### src/rtl/i2s_audio_tx.sv
// i2s_audio_tx: I2S serializer for the chorus filter output.
// Takes one 16-bit mono sample per enable strobe, holds it in a single-entry
// register, and sends it on both the left and right slots of each I2S frame.
// BCLK, LRCLK and SDATA are all generated from clk. Serial state changes only
// on BCLK falling edges, so the DAC can sample on BCLK rising edges.
module i2s_audio_tx #(
    parameter int BCLK_DIV = 4
) (
    input  logic        clk,
    input  logic        resetn,
    input  logic        enable,
    input  logic [15:0] dataIn,
    output logic        bclk,
    output logic        lrclk,
    output logic        sdata,
    output logic        underrun,
    output logic        overrun
);

    localparam int DIV_W = $clog2(BCLK_DIV);
    localparam logic [DIV_W-1:0] DIV_LAST = DIV_W'(BCLK_DIV - 1);

    logic [DIV_W-1:0] div_cnt_q, div_cnt_d;
    logic             bclk_q, bclk_d;
    logic [4:0]       bit_cnt_q, bit_cnt_d;
    logic             lrclk_q, lrclk_d;
    logic [15:0]      hold_q, hold_d;
    logic             pending_q, pending_d;
    logic [31:0]      shift_q, shift_d;
    logic             underrun_q, underrun_d;
    logic             overrun_q, overrun_d;

    logic             div_tc;
    logic             fall_tick;
    logic             fetch;
    logic [15:0]      sample;

    // Next-state logic: divider, bit counter, holding register and shifter.
    always_comb begin
        div_cnt_d  = div_cnt_q;
        bclk_d     = bclk_q;
        bit_cnt_d  = bit_cnt_q;
        lrclk_d    = lrclk_q;
        hold_d     = hold_q;
        pending_d  = pending_q;
        shift_d    = shift_q;
        underrun_d = 1'b0;
        overrun_d  = 1'b0;

        div_tc    = (div_cnt_q == DIV_LAST);
        fall_tick = div_tc && bclk_q;
        // A fetch is the fall tick that moves bit_cnt from 0 to 1.
        fetch     = fall_tick && (bit_cnt_q == 5'd0);
        // A strobe in the fetch cycle bypasses the holding register.
        sample    = enable ? dataIn : hold_q;

        if (div_tc) begin
            div_cnt_d = '0;
            bclk_d    = ~bclk_q;
        end else begin
            div_cnt_d = div_cnt_q + 1'b1;
        end

        if (fall_tick) begin
            bit_cnt_d = bit_cnt_q + 5'd1;
            lrclk_d   = bit_cnt_d[4];
        end

        if (fetch) begin
            // Same mono sample in both slots; with no fresh sample the last
            // held value repeats and the frame is flagged as starved.
            shift_d    = {sample, sample};
            hold_d     = sample;
            pending_d  = 1'b0;
            underrun_d = !enable && !pending_q;
        end else begin
            if (fall_tick) begin
                shift_d = {shift_q[30:0], 1'b0};
            end
            if (enable) begin
                // Newer sample wins; losing an unsent one is reported.
                hold_d    = dataIn;
                pending_d = 1'b1;
                overrun_d = pending_q;
            end
        end
    end

    // State registers with synchronous active-low reset.
    always_ff @(posedge clk) begin
        if (!resetn) begin
            div_cnt_q  <= '0;
            bclk_q     <= 1'b0;
            bit_cnt_q  <= 5'd0;
            lrclk_q    <= 1'b0;
            hold_q     <= 16'd0;
            pending_q  <= 1'b0;
            shift_q    <= 32'd0;
            underrun_q <= 1'b0;
            overrun_q  <= 1'b0;
        end else begin
            div_cnt_q  <= div_cnt_d;
            bclk_q     <= bclk_d;
            bit_cnt_q  <= bit_cnt_d;
            lrclk_q    <= lrclk_d;
            hold_q     <= hold_d;
            pending_q  <= pending_d;
            shift_q    <= shift_d;
            underrun_q <= underrun_d;
            overrun_q  <= overrun_d;
        end
    end

    // The shifter MSB is the registered serial data bit.
    assign sdata    = shift_q[31];
    assign bclk     = bclk_q;
    assign lrclk    = lrclk_q;
    assign underrun = underrun_q;
    assign overrun  = overrun_q;

endmodule
### config.mk
export PLATFORM = sky130hd
export DESIGN_NAME = i2s_audio_tx
export DESIGN_NICKNAME = d
export VERILOG_FILES = /design/src/rtl/i2s_audio_tx.sv
export SDC_FILE = /design/constraint.sdc
export NUM_CORES = 1
export LEC_CHECK = 0
export CAP_MARGIN = 0
export CORE_MARGIN = 2
export CORE_UTILIZATION = 50
export DETAILED_ROUTE_END_ITERATION = 6
export PLACE_DENSITY = 0.74
export RECOVER_POWER = 100
export SLEW_MARGIN = 10
export SYNTH_ARGS = -nofsm -noshare
export SYNTH_HDL_FRONTEND = slang
export SYNTH_SLANG_ARGS = --single-unit
### constraint.sdc
create_clock -name clk -period 1.35 [get_ports clk]
set_clock_uncertainty 0.05 [all_clocks]
set_input_delay 0.2025 -clock clk [delete_from_list [all_inputs] [get_ports clk]]
set_output_delay 0.2025 -clock clk [all_outputs]
set_load 0.01 [all_outputs]
# == Word-level counts from Yosys, hierarchy flattened ==
# Cells that the tools add are included.
# classes
add_sub_neg,2
multipliers,0
div,0
n_lt_le_gt_ge,0
eq_ne,1
shifts,0
mux,3
bitwise,3
reduce_logical,11
# ops
operator,count
two-way mux 32 bit,2
two-way mux 16 bit,1
"adder 5 x 1 -> 5 bit, second input constant",1
zero test 5 bit,1
OR reduction 2 bit,2
logical AND 1 bit,3
inverter 1 bit,3
OR reduction 3 bit,1
"adder 2 x 1 -> 2 bit, second input constant",1
"equality test 2 bit, second input constant",1
zero test 1 bit,2
AND reduction 2 bit,1
nonzero test 2 bit,1
# word_totals
register_bits,60
latch_bits,0
ram_bits,0
rom_bits,0
inputBits,19
output_inout_bits,5
wordCells,29
n_memories,0

# == Longest topological paths before layout ==
# Gate-level depths: netlist of the first run.
# logic_depth
word_depth,4
ltp_mapped,6
depth_no_buf,5

# == Worst setup path before layout of the first run ==
# Ideal clock, no wire load.
# synth_timing
kind,register to register
start,register div_cnt_q[0]
end,register shift_q[11]
setup_time_ns,0.140
t_arrival_ns,1.194
required_ns,1.160
slack_ns,-0.034
stages_incl_launch_ff,7
path_buffers,2
period_less_slack_ns,1.384
path_cell_list,dfxtp_1 > ha_1 > and3_1 > clkbuf_2 > buf_2 > nand3_1 > o311ai_0
# synth_between
elab_chain_len,4
elab_cells_between_ends,5
classes_between,eq/ne: 1; mux: 1; reduce/logical: 3
# synth_rtl
element,line_no,text
"start, declared",23,"logic [DIV_W-1:0] div_cnt_q, div_cnt_d;"
"start signal, assigned",102,div_cnt_q <= div_cnt_d;
equality test 2 bit *,50,div_tc = (div_cnt_q == DIV_LAST);
logical AND 1 bit *,51,fall_tick = div_tc && bclk_q;
logical AND 1 bit,53,fetch = fall_tick && (bit_cnt_q == 5'd0);
two-way mux 32 bit / nonzero test 2 bit (equally long branches),--,
"end signal, assigned",108,shift_q <= shift_d;
"end, declared",29,"logic [31:0] shift_q, shift_d;"
# Every way passes the cells marked *; elsewhere a longest branch is shown, timed or not.
# A chain may end at the register's enable or synchronous reset.

# == Worst setup path after layout of the first run ==
# layout_timing
start,input port enable
end,register shift_q[17]
# layout_between
elab_chain_len,2
# layout_rtl
element,line_no,text
"start, declared",11,"input logic enable,"
two-way mux 16 bit,--,
two-way mux 32 bit,69,if (fetch) begin
# No other way between the ends.

==> metrics, run 1 <==
via count=2047; maxcap violations=0; Placed Area=roughly 2800 um^2; Cell Int Power=about 2.8 mW; Main synth FF type=dfxtp_1; RSZ-0062 raised after global routing=yes; DRC=0; Reg power frac=just under 50%; Core Region=roughly 4700 um^2; Critical Path AT=around 1.6 ns; Setup WS pre-CTS=-0.330 ns; H-Tree Depth=3; die area=5430 um^2; Die Y=roughly 74 um; max_slew headroom=about four fifths; GP Congestion=about 0.72; Final ANT Viol Nets=0; PD cells=1070 nW/um^2; Final Setup Violations=32; clock network power share=between 40% and 50%; CTS tree=yes; Mapped Nets=~270; grt ovf=0; Seq/Total Area, Yosys=between 40% and 50%; Via-to-Cell Ratio=between 5 and 6; post-synthesis cell type with the largest combined area=dfxtp_1; cell area after synthesis=between 2000 and 2500 um^2; Area Overhead vs Synth=41.9%; design area=3450 um^2; clk_lat worst skew=about 0.35 ns; #FFs+latches synth=59; cell row count=25; Hold Vio Cnt, Final=0; Synth cell types=32; static leakage=around 1.5 nW; DR iter-0 viols=around 130; Clock Tree Buf Depth=2; Initial Util=~52%; sw frac=a little under a quarter; startpoint type of the worst setup path=input port; failing checks=negative setup slack; clk slew on worst S/H paths=~0.070 ns; layout cells sized above 1=~32%; Port Buffers=23; Async SR Flop Fraction=0%; syn avg cell area=a little under 10 um^2; # fillers=between 300 and 400; Sink Count=just under 60; largest net degree at the start of global routing=67; Mapped Cells=around 250; Post-synth EDFFs=0; Psw=between 0.8 and 0.9 mW; Final nets=slightly above 300; I/O pin count=24; TritonRoute pass-1 iters=5; Commonest cells post-synth=59 x dfxtp_1, 46 x nand3_1, 24 x nand2_1; Pwr Total=~3.7 mW; crit path kind=input port to flip-flop; first-pass GRT wire length=around 8.7 mm; fin crit period=1.48 ns; routed wire length=slightly below 6 mm; vias in the first global route=between 1500 and 2000; CP Capture Type=flip-flop; clk root buf=clkbuf_8; VDD IR max=0.000936 V; cell with the most instances after synthesis=dfxtp_1; routed length per placed instance=17.3 um; maximum clock rate=676 MHz; Final Cycle Share=110%; CP Max Fanout=18; Comb pwr share=between 7 and 8%; top cells by area, synth=dfxtp_1 49%, nand3_1 9.5%, mux2_2 7.0%; Ys Warns=0; number of antenna diodes=0; Critical Path RT=1.50 ns; status=complete, but fails checks; initial antenna violation count=0; area fraction of the dominant cell type after synthesis=roughly half; total CTS buffers=9; worst slew pin tran=between 0.3 and 0.4 ns; PnR worst setup slack=-0.128 ns; Final HPWL DP=3.01 mm; All-Layer GR Usage=a little over a fifth; Die X-Extent=around 74 um; fin. max-slew vios=0; Hold WC Path Type=input port to flip-flop
[power by group through the flow]
stage	sequential, mW	clock (mW)	combinational, mW
6_report	1.80	1.61	0.276
5_1_grt	1.81	1.72	0.302
4_1_cts	1.80	1.62	0.264
3_5_place_dp	1.84	0	0.250
3_3_place_gp	1.84	0	0.247
2_1_floorplan	1.84	0	0.139
[cell type report]
cell class	count	area, um^2	share of cell area [%]
inverters	2	7.51	0.218
flip-flops and latches	59	1190	34.5
clock buffers	12	145	4.21
multi-input cells	161	1410	40.8
clock inverters	4	50.0	1.45
well taps	54	67.6	1.96
repair buffers	52	581	16.8
[logic make-up after synthesis]
kind of cell / count (synthesis) / synth area share, %
compound gates: 34 / 12.2
xor+xnor: 3 / 1.08
fa+ha+maj: 3 / 1.55
buf+inv: 26 / 5.87
flops: 59 / 48.6
mux: 18 / 8.24
simple gates: 103 / 22.5
[worst paths after layout]
kind,from,to,slack [ns],depth (start not counted)
setup reg to reg,bit_cnt_q[0],shift_q[17],-0.10,7
hold reg to reg,div_cnt_q[0],div_cnt_q[0],0.38,1
setup / recovery,enable,shift_q[17],-0.13,5
hold / removal,resetn,bit_cnt_q[2],0.25,3
[placed cells by master, fill, tap and decap left out, types with 3 or more instances in the layout]
| master | n |
|---|---|
| o311ai_4 | 5 |
| clkbuf_8 | 10 |
| buf_12 | 6 |
| dfxtp_1 | 54 |
| buf_6 | 3 |
| mux2_2 | 6 |
| nand3_2 | 10 |
| o311ai_2 | 7 |
| buf_4 | 13 |
| nand3_4 | 4 |
| clkbuf_1 | 3 |
| and2_1 | 17 |
| o221ai_2 | 4 |
| dlygate4sd2_1 | 4 |
| o221ai_1 | 11 |
| nand3_1 | 32 |
| mux2_1 | 10 |
| dfxtp_2 | 5 |
| clkdlybuf4s50_1 | 17 |
| o311ai_1 | 4 |
| nand2_1 | 23 |
[critical path, stage by stage]
cell,delay (ns)
clkdlybuf4s50_1,0.45
clkbuf_4,0.29
mux2_1,0.39
nand3_1,0.16
o311ai_1,0.14
[stage by stage]
| stage | hold WS (ns) | cells | TNS [ns] | utilization (%) |
|---|---|---|---|---|
| after floorplan | 0.358 | 246 | 0 | - |
| after global placement | 0.371 | 317 | -12.13 | 59.7 |
| after detailed placement | 0.370 | 317 | -12.82 | 59.7 |
| after CTS | 0.244 | 338 | -1.72 | 68.2 |
| after global routing | 0.268 | 344 | -3.12 | 73.4 |
| final | 0.252 | 344 | -1.27 | 73.4 |
[registers in the layout, summed over array words and instances (netlist names)]
register,count
overrun,1
bclk,1
div_cnt_q,2
bit_cnt_q,5
shift_q,32
hold_q,16
underrun,1
pending_q,1
[layer usage]
metal	up-vias	routed length, um	global-route usage (%)
met4	0	169	11.5
met3	17	209	5.35
met2	49	3060	32.8
met5	-	0	0
met1	993	2530	27.5
li1	988	-	-
[timing repair]
item / in CTS / in global routing
buffers inserted: 3 / 5
cloned: 2 / 2
setup endpoints to repair: 43 / 40
hold buffers: 0 / 0
gates resized for setup: 44 / 37
pin swaps: 5 / 1
Power figures use the tool's default switching activity.
==> inputs of run 2 (changes only) <==
--- a/config.mk
+++ b/config.mk
@@ -6,6 +6,7 @@
 export NUM_CORES = 1
 export LEC_CHECK = 0
 export CAP_MARGIN = 0
+export CORE_ASPECT_RATIO = 0.6
 export CORE_MARGIN = 2
 export CORE_UTILIZATION = 50
 export DETAILED_ROUTE_END_ITERATION = 6
==> run 2 against run 1 <==
  * Core utilization down 1.8 points
  * The flow still finishes with violations (negative setup slack)
  * Highest routed layer unchanged
  * Largest power group unchanged
  * Critical path type is now flip-flop to flip-flop
  * Global-route usage up 0.095 points
  * Sequential power barely moved
==> metrics, run 2 (synthesized netlist as in run 1, its figures left out) <==
status=complete, but fails checks; failing checks=negative setup slack; setup TNS=-3.76 ns (-2.48 ns); GP Congestion=0.760 (+5.6%); PnR worst setup slack=-0.153 ns (-0.0246 ns); Bufs and invs on worst path=3 (+1); # fillers=337 (+1.5%); crit path kind=flip-flop to flip-flop; hold path startpoint=resetn; CP max-delay cell=dfxtp_2; clk root buf=clkbuf_8; TritonRoute pass-1 iters=4 (-1); sw frac=22.7% (-0.48 points); PD cells=1110 nW/um^2 (+3.4%); routed wire length=6.24 mm (+4.6%); Cell Int Power=2.83 mW (-0.27%); vias in the first global route=1882 (+1.8%); RSZ-0062 raised after global routing=yes; clk_lat worst skew=0.34 ns (about the same); Hold WC Path Type=input port to flip-flop; largest net degree at the start of global routing=44 (-34%); Final Cycle Share=111% (+1.8 points); clock network power share=43.5% (-0.2 points); Psw=0.832 mW (-3.0%); startpoint type of the worst setup path=flip-flop; commonest non-fill, non-tap cell in the layout=dfxtp_1; Die X-Extent=94.0 um (+28%); Critical Path AT=1.66 ns (+0.03 ns); DR iter-0 viols=145 (+14%); cell row count=19 (-24%); first-pass GRT wire length=8.87 mm (+1.7%); via count=2060 (+0.64%); commonest non-fill, non-tap cells in the layout=56 x dfxtp_1, 38 x nand3_1, 23 x nand2_1, 17 x and2_1; hold-fix buffers at CTS=0 (unchanged); die area=5450 um^2 (+0.33%); Final HPWL DP=3.18 mm (+5.7%); Area Overhead vs Synth=36.0%; Hold Vio Cnt, Final=0 (unchanged); I/O pin count=24 (unchanged); DRC=0 (unchanged); max_slew headroom=75.3% (-2.8 points); fin cells=352 (+2.3%); maximum clock rate=665 MHz (-1.6%); worst slew pin tran=0.371 ns (+0.0464 ns); r2r startpoint=bit_cnt_q[0]; worst hold slack=0.342 ns (+0.0894 ns); initial antenna violation count=0 (unchanged); Placed Area=2810 um^2 (+0.49%); crit-path leading delay family=buffers and inverters; Worst R2R Path Depth=6 (-1); Pwr Total=3.66 mW (-0.89%); largest register by flop count=shift_q; Initial Util=52.7% (+0.90 points); Final ANT Viol Nets=0 (unchanged); post-layout util=71.6% (-1.8 points); CTS tree=yes; Worst setup endpoint=shift_q[9]; Sink Count=59 (unchanged); routed length per placed instance=17.7 um (+2.3%); CP Max Fanout=10 (-8); Die Y=58.0 um (-21%); VDD IR max=0.000755 V (-19%); Critical Path RT=1.50 ns (about the same); Reg power frac=49.3% (+0.5 points); Clock Tree Buf Depth=2 (unchanged); Final Setup Violations=34 (+6.3%); Cell Count Post-Placement=328 (+3.5%); CP Capture Type=flip-flop; design area=3300 um^2 (-4.2%); Core Region=4610 um^2 (-1.7%); H-Tree Depth=3 (unchanged); RR Endpoint=shift_q[9]; total CTS buffers=9 (unchanged); biggest registers after layout=shift_q: 32 flops, hold_q: 16 flops, bit_cnt_q: 5 flops; All-Layer GR Usage=21.5% (+0.095 points); number of antenna diodes=0 (unchanged); static leakage=1.33 nW (-10%); worst hold path cell count=3 (unchanged); CP peak stage delay=0.33 ns (-0.12 ns); number of cells on the critical path=6 (+1); fin crit period=1.50 ns (+0.0246 ns); Via-to-Cell Ratio=5.85 (-1.7%); CP Cell Sequence=inv_2 -> ha_4 -> nor4b_4 -> buf_4 -> buf_6 -> o311ai_1; FF-to-FF setup slack=-0.15 ns (-0.05 ns); clk slew on worst S/H paths=0.06 ns (about the same); Comb pwr share=7.2% (-0.3 points); layout cells sized above 1=27.3% (-5.1 points); fin. max-slew vios=0 (unchanged); CP startpoint=bit_cnt_q[0]; maxcap violations=0 (unchanged); Final nets=306 (-0.33%); Setup WS pre-CTS=-0.350 ns (-0.0202 ns); Port Buffers=23 (unchanged); max FFs per register=32 (unchanged); grt ovf=0 (unchanged)
[run 2: final cells by class]
| type | count | area, um^2 | share of cell area (%) |
|---|---|---|---|
| Multi-Input combinational cell | 161 | 1270 | 38.6 |
| Sequential cell | 59 | 1180 | 35.9 |
| Timing Repair Buffer | 51 | 561 | 17.0 |
| Clock buffer | 12 | 145 | 4.40 |
| Tap cell | 63 | 78.8 | 2.39 |
| Clock inverter | 4 | 50.0 | 1.52 |
| Inverter | 2 | 7.51 | 0.227 |
[run 2: worst min path at each step]
stage	to	slack (ns)
6_report	bit_cnt_q[1]	0.34
5_1_grt	bit_cnt_q[1]	0.36
4_1_cts	bit_cnt_q[1]	0.33
3_5_place_dp	overrun	0.37
3_3_place_gp	overrun	0.37
2_1_floorplan	div_cnt_q[0]	0.36
[run 2: what timing repair did]
action / in CTS / in global routing
cloned: 1 / 5
pin swaps: 0 / 4
endpoints found under the setup margin: 42 / 37
endpoints found under the hold margin: 0 / 0
resized for setup: 14 / 40
setup buffers: 0 / 2
[run 2: power by group through the flow]
stage	sequential (mW)	clock, mW	combinational (mW)
after floorplan	1.84	0	0.139
after global placement	1.84	0	0.239
after detailed placement	1.84	0	0.244
after CTS	1.81	1.60	0.249
after global routing	1.81	1.69	0.287
final	1.80	1.59	0.264
[run 2: worst min-delay path, stage by stage]
cell and delay, ns:
buf_2 0.11, buf_4 0.21, a21boi_0 0.15
[run 2: per-layer routing]
| layer | wire length, um | vias to the layer above | global-route usage [%] |
|---|---|---|---|
| met5 | 0 | - | 0 |
| met4 | 141 | 0 | 6.83 |
| met3 | 458 | 15 | 8.06 |
| met2 | 2890 | 68 | 31.8 |
| met1 | 2750 | 994 | 29.4 |
| li1 | - | 983 | - |
==> inputs of run 3 (changes only) <==
--- a/config.mk
+++ b/config.mk
@@ -5,7 +5,7 @@
 export SDC_FILE = /design/constraint.sdc
 export NUM_CORES = 1
 export LEC_CHECK = 0
-export CAP_MARGIN = 0
+export CAP_MARGIN = 20
 export CORE_ASPECT_RATIO = 0.6
 export CORE_MARGIN = 2
 export CORE_UTILIZATION = 50
==> results of run 3 <==
Final layout, timing and power as in run 2 (identical DEF).
